**src/rtl/mem_arbiter.sv**
```systemverilog
// Two-port memory arbiter: the I-cache (port 0) and D-cache (port 1) controllers
// share one memory port. A single transaction is in flight at a time and
// contention is settled by a round-robin pointer.
//
// Handshake: a requester raises rq_valid[i] with its rw/addr/wdata and holds
// them until rq_ready[i] pulses for one cycle. It drops rq_valid in the cycle
// after that pulse. On the memory side, mem_valid stays high with stable
// fields until mem_ready pulses, and mem_rdata is valid in that same cycle.
module mem_arbiter #(
  parameter int ADDR_W = 32,
  parameter int DATA_W = 64
) (
  input  logic              clk,
  input  logic              rst,
  input  logic [1:0]        rq_valid,
  input  logic [1:0]        rq_rw,
  input  logic [ADDR_W-1:0] rq_addr0,
  input  logic [ADDR_W-1:0] rq_addr1,
  input  logic [DATA_W-1:0] rq_wdata0,
  input  logic [DATA_W-1:0] rq_wdata1,
  output logic [1:0]        rq_ready,
  output logic [DATA_W-1:0] rq_rdata,
  output logic              mem_valid,
  output logic              mem_rw,
  output logic [ADDR_W-1:0] mem_addr,
  output logic [DATA_W-1:0] mem_wdata,
  input  logic              mem_ready,
  input  logic [DATA_W-1:0] mem_rdata,
  output logic              owner,
  output logic              busy,
  output logic [1:0]        state_dbg
);

  localparam logic [1:0] IDLE = 2'd0;
  localparam logic [1:0] BUSY = 2'd1;
  localparam logic [1:0] DONE = 2'd2;

  logic [1:0] state;
  logic [1:0] state_nxt;
  logic       ptr;
  logic       grant_any;
  logic       grant_idx;

  // Pick the winner: a lone requester wins outright, a tie goes to the pointer.
  always_comb begin
    grant_any = |rq_valid;
    grant_idx = 1'b0;
    case (rq_valid)
      2'b01:   grant_idx = 1'b0;
      2'b10:   grant_idx = 1'b1;
      2'b11:   grant_idx = ptr;
      default: grant_idx = 1'b0;
    endcase
  end

  // Next-state logic; mem_ready only matters while a memory access is open.
  always_comb begin
    state_nxt = state;
    case (state)
      IDLE:    if (grant_any) state_nxt = BUSY;
      BUSY:    if (mem_ready) state_nxt = DONE;
      DONE:    state_nxt = IDLE;
      default: state_nxt = IDLE;
    endcase
  end

  // State register; reset abandons any open transaction without a ready pulse.
  always_ff @(posedge clk) begin
    if (rst) state <= IDLE;
    else     state <= state_nxt;
  end

  // Grant bookkeeping and the latched memory request fields.
  always_ff @(posedge clk) begin
    if (rst) begin
      ptr       <= 1'b0;
      owner     <= 1'b0;
      mem_rw    <= 1'b0;
      mem_addr  <= '0;
      mem_wdata <= '0;
    end else if (state == IDLE && grant_any) begin
      owner     <= grant_idx;
      ptr       <= ~grant_idx;
      mem_rw    <= grant_idx ? rq_rw[1]  : rq_rw[0];
      mem_addr  <= grant_idx ? rq_addr1  : rq_addr0;
      mem_wdata <= grant_idx ? rq_wdata1 : rq_wdata0;
    end
  end

  // Capture memory read data on completion; writes load it too and the
  // requester simply ignores it.
  always_ff @(posedge clk) begin
    if (rst) begin
      rq_rdata <= '0;
    end else if (state == BUSY && mem_ready) begin
      rq_rdata <= mem_rdata;
    end
  end

  // Outputs decoded from state: one-hot ready only in DONE, request valid only in BUSY.
  always_comb begin
    rq_ready  = 2'b00;
    if (state == DONE) rq_ready[owner] = 1'b1;
    mem_valid = (state == BUSY);
    busy      = (state != IDLE);
    state_dbg = state;
  end

endmodule
```
**config.mk**
```make
export PLATFORM = sky130hd
export DESIGN_NAME = mem_arbiter
export DESIGN_NICKNAME = d
export VERILOG_FILES = /design/src/rtl/mem_arbiter.sv
export SDC_FILE = /design/constraint.sdc
export NUM_CORES = 1
export LEC_CHECK = 0
export BUFFER_PORTS_ARGS = -buffer_cell sky130_fd_sc_hd__buf_2
export CORE_AREA = 2 2 169 171
export DETAILED_ROUTE_END_ITERATION = 10
export DIE_AREA = 0 0 171 173
export GPL_TIMING_DRIVEN = 0
export SLEW_MARGIN = 40
export SYNTH_ARGS = -nofsm -noshare
export SYNTH_HDL_FRONTEND = slang
export SYNTH_SLANG_ARGS = --single-unit
```
**constraint.sdc**
```tcl
create_clock -name clk -period 1.7 [get_ports clk]
set_input_delay 0 -clock clk [delete_from_list [all_inputs] [get_ports clk]]
set_output_delay 0 -clock clk [all_outputs]
set_load 0.02 [all_outputs]
```
# After elaboration in Yosys (flattened, before gate mapping)
# Index checks and enable logic that the tools add are counted.
# word_totals
register_bits,165
latch_bits,0
ram_bits,0
mem_bits_ro,0
in_bits,263
elab_cells,33
n_memories,0
# classes
n_addsub,0
mul,0
div_mod_pow,0
order_cmp,2
eq_ne,6
shift,0
muxes,10
bitwise,1
n_reduce_logical,7
# ops
operator,n
$mux W64,1
$mux W32,1
$eq A2 B2 Y1 const B,3
$mux W2,3
$pmux W2 S2,1
$logic_and A1 B1 Y1,3
$eq A2 B1 Y1 const B,1
$logic_not A2 Y1,1
$lt A1 B2 Y1 const B,1
$mux W1,2
$ne A2 B1 Y1 const B,1
$ne A2 B2 Y1 const B,1
$pmux W1 S2,1
$reduce_and A2 Y1,1
$reduce_bool A2 Y1,1
$reduce_or A2 Y1,1
$demux W1 S1,1
$ge A1 B1 Y1 const B,1
$not A1 Y1,1

# Depth between registers and ports, before layout
# Gate-level depths: netlist (run 1).
# logic_depth
word_depth,5
ltp_mapped,7
ltp_nobuf,4

# Least setup slack after synthesis (run 1)
# OpenSTA, ideal clock, no wires.
# synth_timing
kind,reg2reg
start,"reg state[1], in the netlist state_dbg[1]"
end,reg mem_addr[10]
setup_ps,74
arrival_ps,1228
required_ps,1626
setup_slack_ps,398
path_stages_with_launch,6
path_buffers,1
synth_period_minus_slack_ps,1302
path_cell_list,dfxtp_1 > nor2_4 > inv_2 > clkbuf_1 > o21ai_0 > a31oi_1
# synth_between
elab_chain_cells,2
# synth_rtl
item,line_no,text
start: declaration,38,logic [1:0] state;
start signal: assignment,70,else state <= state_nxt;
$logic_not A2 Y1,81,end else if (state == IDLE && grant_any) begin
$logic_and A1 B1 Y1,81,
end signal: assignment,85,mem_addr <= grant_idx ? rq_addr1 : rq_addr0;
end: declaration,25,"output logic [ADDR_W-1:0] mem_addr,"
# Every way passes these cells.
# A chain may end at the register's enable or synchronous reset.

# Final worst setup path (run 1)
# layout_timing
start,"reg state[1], in the netlist state_dbg[1]"
end,reg mem_wdata[26]
# layout_between
elab_chain_cells,2
# layout_rtl
item,line_no,text
$logic_not A2 Y1,81,
$logic_and A1 B1 Y1,81,
end signal: assignment,86,mem_wdata <= grant_idx ? rq_wdata1 : rq_wdata0;
end: declaration,26,"output logic [DATA_W-1:0] mem_wdata,"
# Every way passes these cells.

==> summary.txt, run 1 <==
Hold path
  – HP Class: in2reg
  – Worst hold endpoint: rq_rdata[2]
  – Hold path startpoint: rst
  – Hold depth: 2

Clocking
  – Root Buffer: clkbuf_16
  – Cts bufs inserted: 17
  – Clock slew at reported path FFs: 0.07 ns
  – CTS Sinks: 165
  – CTS tree: built
  – Skew-Pair Late Insertion Delay: around 0.43 ns
  – H-tree depth: 4
  – CTS Buffer Depth: 2

Flow run
  – Maxcap violations: 0

Logic synthesis
  – Synth Area in Simple Gates: around 25%
  – Largest family of logic cells by synthesized area: simple AND/OR/NAND/NOR gates
  – Sequential fraction of the synthesis area: between 40% and 50%
  – Yosys cell types: 23
  – Mapped Nets: 1144
  – Synth async-reset ratio: 0%
  – Dominant cell type by area after synthesis: dfxtp_1
  – Post-synth EDFFs: 0
  – Mapped Area: around 7000 um^2
  – Syn. warnings: 0
  – Area share of the largest cell type after synthesis: 46.7%
  – Gate Count Post-Synth: around 900
  – Xor and xnor area share after synthesis: 0%
  – Ys flop type: dfxtp_1
  – Post-synthesis mux area share: 0%
  – Ranking of synthesized cells by area: dfxtp_1, nand4_1, a31oi_1, nand2_1, o21ai_0
  – Synth Register Bits: between 150 and 200
  – Adder-Cell Fraction of Synth Area: 0%
  – Compound-cell area share of the yosys netlist: 20.4%
  – Syn avg cell area: ~8.0 um^2

Floorplanning
  – Core area: between 20000 and 30000 um^2
  – Initial Util: about 26%
  – # IOs: about 430
  – Die Height: between 150 and 200 um
  – Number of core rows: 61
  – Die area: between 20000 and 30000 um^2
  – Die W: approximately 170 um

Cells and area
  – Most common cell after layout, fill and taps aside: buf_2
  – Share of post-route cells with drive strength above 1: approximately 33%
  – Most frequent cells in the layout: buf_2, dlygate4sd3_1, nand4_1, dfxtp_1, nand2_1
  – P&R area growth vs syn: 82.8%
  – Nets: 1852

Global route
  – GR Overflow Total: 0
  – Initial antenna violation count: 1
  – GRT Total Usage: between 20% and 30%
  – First-pass GRT wire length: about 60000 um
  – Vias in the first global route: between 10000 and 15000
  – Pin count of the biggest net entering global routing: 17

Timing
  – Period Utilization, post-route: around 95%
  – RSZ-0062 raised after global routing: no
  – Max Freq: just over 0.6 GHz
  – Slew @ Worst Pin: 0.807 ns
  – TNS Setup: 0 ns
  – Minimum clock period: 1.61 ns
  – Endpoints failing hold: 0
  – Setup violations, final: 0
  – Setup Skew: 0.0170 ns
  – Final slew viol count: 0
  – Slew HR: 46.2%

Setup path
  – Worst-case reg-to-reg path depth: 5
  – Reg-to-reg setup timing slack: 0.09 ns
  – Slowest cell delay on critical path: ~0.41 ns
  – Crit-path slowest cell: dfxtp_2
  – Critical Path RT: around 2 ns
  – Critical path class: reg2reg
  – Worst Path Max Fanout: 10
  – Reg2reg end: mem_wdata[26]
  – CP endpoint kind: register
  – Critical path cell sequence: nor2_4, inv_4, clkbuf_1, o21ai_0, a31oi_1
  – Startpoint Class: register
  – CP startpoint: state_dbg[1]
  – R2R Path Start: state_dbg[1]
  – Critical Path AT: roughly 1.9 ns

Power and ir drop
  – Total power: 11200 uW
  – Max VDD drop: between 400 and 500 uV
  – Power per cell area: between 800 and 900 nW/um^2
  – Leakage: between 0.005 and 0.006 uW

Routing
  – Routed length per instance: between 20 and 25 um
  – Initial DRC count: around 850
  – Routed vias/inst: 5.25
  – Via Count: ~10000
  – Post-route ant nets: 0
  – Routed wire length: approximately 40000 um
  – DRC viols: 0
  – Initial DRT Pass Iterations: 5

Place
  – Port-buffer cells: about 430
  – Post-DP HPWL: around 27000 um
  – RD Place Congestion: slightly below 0.9

Status
  – Status: finished, final reports clean
==> power breakdown <==
part | total, uW | internal, uW | switching [uW]
Combinational | 2920 | 1210 | 1710
Clock | 4000 | 2120 | 1880
Sequential | 4310 | 4150 | 161
Total | 11200 | 7480 | 3750
==> worst max path at each step <==
| stage | to | slack [ns] |
|---|---|---|
| after detailed placement | mem_addr[10] | -0.24 |
| after global placement | mem_addr[13] | -0.25 |
| final | mem_wdata[26] | 0.09 |
| after CTS | state_dbg[0] | 0.01 |
| after global routing | state_dbg[0] | 0.02 |
| after floorplan | mem_addr[10] | 0.40 |
==> metal layers <==
metal / global-route usage, % / routed length, um / vias to the layer above
li1: - / - / 4751
met3: 5.63 / 3250 / 126
met2: 44.5 / 19300 / 663
met1: 30.4 / 15800 / 4868
met4: 11.9 / 1640 / 0
met5: 0 / 0 / -
==> area by class of cell <==
type / instances / area (um^2)
Antenna cell: 1 / 2.50
Tap cell: 378 / 473
Buffer: 115 / 566
Clock buffer: 19 / 443
Multi-Input combinational cell: 599 / 3230
Inverter: 1 / 6.26
Timing Repair Buffer: 690 / 4770
Sequential cell: 165 / 3310
Clock inverter: 13 / 144
Fill cell: 2683 / 14700
==> flip-flops by register name, summed over array words and instances (netlist names) <==
name,count
rq_rdata,64
ptr,1
state_dbg,2
mem_rw,1
owner,1
mem_addr,32
mem_wdata,64
==> stage by stage <==
| stage | cell area, um^2 | instances | setup slack, ns | util [%] | hold WS [ns] |
|---|---|---|---|---|---|
| after floorplan | 7070 | 881 | 0.398 | - | 0.136 |
| after global placement | 9690 | 1688 | -0.253 | 35.1 | 0.243 |
| after detailed placement | 9690 | 1688 | -0.235 | 35.1 | 0.246 |
| after CTS | 12900 | 1981 | 0.00984 | 46.7 | 0.00808 |
| after global routing | 12900 | 1981 | 0.0223 | 46.8 | 0.0381 |
| final | 12900 | 1981 | 0.0931 | 46.8 | 0.0293 |
==> what timing repair did <==
| action | in CTS | in global routing |
|---|---|---|
| endpoints found under the hold margin | 162 | 0 |
| buffers inserted | 2 | 0 |
| hold buffers | 259 | 0 |
| pin swaps | 1 | 1 |
| setup endpoints to repair | 92 | 70 |
| gates resized for setup | 6 | 17 |
| cloned | 0 | 0 |
==> critical path, delay by kind of cell, from the launching register on <==
kind,cells,cell delay [ns]
flops,1,0.41
compound gates,2,0.45
simple gates,1,0.10
buf+inv,2,0.56
==> cells in the mapped netlist, drive strengths merged (2+ instances only) <==
library cell	count
nor2	3
o21ai	100
buf	55
a21oi	67
and3b	2
dfxtp	165
nand2	129
nand3	2
clkbuf	61
nand4	194
a31oi	97
nand2b	2
==> kinds of logic (layout without fill, tap and decap cells) <==
group	count (synthesis)	in the layout
AOI/OAI and AO/OA	264	264
other	0	1
buffers and inverters	117	838
and+or+nand+nor	335	335
DFF	165	165
No activity file was read; power rests on OpenSTA's default activity.
==> inputs of run 2 (changes only) <==
Settings changed: REMOVE_ABC_BUFFERS set to 1.
==> summary.txt, run 2 (synthesis gave the netlist of run 1 again) <==
Status
  – Status: finished, final reports clean (unchanged)

Setup path
  – Critical path cell sequence: nand2b_4, buf_12, nand4_1, a31oi_1 (was nor2_4, inv_4, clkbuf_1, o21ai_0, a31oi_1)
  – Critical Path AT: 1.96 ns (was 1.94 ns)
  – Reg2reg end: mem_wdata[1] (was mem_wdata[26])
  – CP endpoint kind: register (unchanged)
  – Worst Path Max Fanout: 48 (was 10)
  – Critical Path RT: 2.03 ns (was 2.04 ns)
  – Slowest cell delay on critical path: 0.48 ns (was 0.41 ns)
  – Startpoint Class: register (unchanged)
  – Crit-path slowest cell: dfxtp_1 (was dfxtp_2)
  – Worst-case reg-to-reg path depth: 4 (was 5)
  – Worst setup endpoint: mem_wdata[1] (was mem_wdata[26])
  – Reg-to-reg setup timing slack: 0.07 ns (was 0.09 ns)
  – R2R Path Start: ptr (was state_dbg[1])
  – Critical path class: reg2reg (unchanged)
  – CP startpoint: ptr (was state_dbg[1])

Power and ir drop
  – Leakage: 0.00560 uW (was 0.00557 uW)
  – Combinational power share: 26.5% (was 26.0%)
  – Power per cell area: 872 nW/um^2 (was 869 nW/um^2)
  – Sequential share of power: 37.6% (was 38.4%)
  – Max VDD drop: 620 uV (was 497 uV)
  – Clock share of power: 35.9% (was 35.6%)
  – Psw: 3590 uW (was 3750 uW)
  – Sw Share: 31.3% (was 33.4%)
  – Power Internal: 7870 uW (was 7480 uW)

Cells and area
  – Fill cells: 2543 (was 2683)
  – Share of post-route cells with drive strength above 1: 33.0% (was 33.1%)
  – Area occupied by multi-input gates: 3260 um^2 (was 3230 um^2)
  – Biggest regs: mem_wdata (64), rq_rdata (64), mem_addr (32) (unchanged)
  – Design Area, Final: 13100 um^2 (was 12900 um^2)
  – P&R area growth vs syn: 85.7% (was 82.8%)
  – Nets: 1774 (was 1852)
  – Seq. cell area: 3310 um^2 (about the same)
  – Most frequent cells in the layout: buf_2, dlygate4sd3_1, nand4_1, dfxtp_1, nand2_1 (unchanged)
  – N_diodes: 0 (was 1)
  – Most common cell after layout, fill and taps aside: buf_2 (unchanged)

Floorplanning
  – Die area: 29600 um^2 (unchanged)
  – Die Height: 173 um (unchanged)
  – Number of core rows: 61 (unchanged)
  – Core area: 27600 um^2 (unchanged)
  – Initial Util: 25.6% (unchanged)
  – Die W: 171 um (unchanged)
  – # IOs: 431 (unchanged)

Timing
  – Endpoints failing hold: 0 (unchanged)
  – Minimum clock period: 1.63 ns (was 1.61 ns)
  – Max Freq: 0.613 GHz (was 0.622 GHz)
  – Slew @ Worst Pin: 0.604 ns (was 0.807 ns)
  – Hold slack: 0.0252 ns (was 0.0293 ns)
  – Slew HR: 59.7% (was 46.2%)
  – Period Utilization, post-route: 95.9% (was 94.5%)
  – Final slew viol count: 0 (unchanged)
  – RSZ-0062 raised after global routing: no (unchanged)
  – Setup violations, final: 0 (unchanged)
  – Setup WS post-layout: 0.0697 ns (was 0.0931 ns)
  – Setup Skew: 0.0126 ns (was 0.0170 ns)

Routing
  – Post-route ant nets: 0 (unchanged)
  – Routed vias/inst: 5.33 (was 5.25)
  – Initial DRT Pass Iterations: 5 (unchanged)
  – DRC viols: 0 (unchanged)
  – Via Count: 10136 (was 10408)
  – Routed length per instance: 18.9 um (was 20.2 um)
  – Initial DRC count: 744 (was 848)
  – Routed wire length: 36000 um (was 39900 um)

Global route
  – Pin count of the biggest net entering global routing: 84 (was 17)
  – GR Overflow Total: 0 (unchanged)
  – GRT Total Usage: 22.9% (was 25.9%)
  – First-pass GRT wire length: 54200 um (was 59600 um)
  – Initial antenna violation count: 1 (unchanged)
  – Vias in the first global route: 10201 (was 10531)

Clocking
  – CTS Sinks: 165 (unchanged)
  – CTS Buffer Depth: 2 (unchanged)
  – H-tree depth: 4 (unchanged)
  – Root Buffer: clkbuf_16 (unchanged)
  – Clock slew at reported path FFs: 0.07 ns (about the same)
  – CTS tree: built (unchanged)
  – Cts bufs inserted: 17 (unchanged)
  – Skew-Pair Late Insertion Delay: 0.42 ns (was 0.43 ns)

Hold path
  – Hold depth: 2 (unchanged)
  – HP Class: in2reg (unchanged)

Place
  – Placed cell areas: 9690 um^2 (about the same)
  – Worst slack, placed: -0.811 ns (was -0.235 ns)
  – RD Place Congestion: 0.718 (was 0.867)
  – Post-DP HPWL: 20100 um (was 27200 um)
  – Port-buffer cells: 430 (was 429)

Flow run
  – Maxcap violations: 0 (unchanged)
run 2: changes by cell type in the layout (fill, tap and decap cells not counted), moves of 5 or more:
cell	delta
buf_12	+7
buf_16	+10
buf_2	-37
buf_4	-7
clkbuf_1	-49
clkbuf_2	-9
clkinvlp_4	+5
o21ai_0	-8
o21ai_1	+8
run 2: area by class of cell:
cell class              instances  area share [%]
clock buffers                  21            3.43
clock inverters                10            1.12
inverters                       1           0.152
multi-input cells             600            24.9
flip-flops and latches        165            25.2
well taps                     378            3.60
repair buffers                724            41.4
repair inverters                2           0.210
run 2: power by group through the flow:
stage	combinational [uW]	clock [uW]	sequential, uW
floorplan	701	0	4710
global placement	2080	0	4370
detailed placement	2300	0	4370
CTS	2990	4200	4290
global route	3220	4350	4340
finish	3040	4110	4300
run 2: how the worst min path moves through the flow:
stage	start	end	slack, ns
floorplan	rst	owner	0.07
CTS	rst	ptr	0.01
global route	rst	ptr	0.04
global placement	mem_rdata[21]	rq_rdata[21]	0.24
finish	rst	ptr	0.03
detailed placement	mem_rdata[17]	rq_rdata[17]	0.25
run 2: per-layer routing:
metal  vias to the layer above  global-route usage, %  wire (um)
li1                       4582                      -          -
met1                      4730                   26.7      13800
met2                       718                   38.5      17100
met3                       106                   6.55       3810
met4                         0                   10.9       1300
met5                         -                      0          0
run 2: metrics by stage:
stage / TNS (ns) / std cells / total power [uW] / util [%]
final: 0 / 1901 / 11500 / 47.5
after global routing: 0 / 1901 / 11900 / 47.5
after CTS: 0 / 1903 / 11500 / 47.6
after detailed placement: -79.04 / 1598 / 6670 / 35.1
after global placement: -593.70 / 1573 / 6450 / 33.1
after floorplan: -294.41 / 765 / 5420 / -
run 2: critical path: cells and delay by family, from the launching register on:
family	cells	cell delay, ns
AOI/OAI and AO/OA	1	0.26
buffers and inverters	1	0.26
DFF	1	0.48
and+or+nand+nor	2	0.51
run 2: what timing repair did:
item                                    4_1_cts  5_1_grt
hold endpoints to repair                    164        0
cloned                                        5        1
pin swaps                                     1        2
endpoints found under the setup margin      122       94
resized for setup                            10       15
hold buffers                                263        0
setup buffers                                 9        0
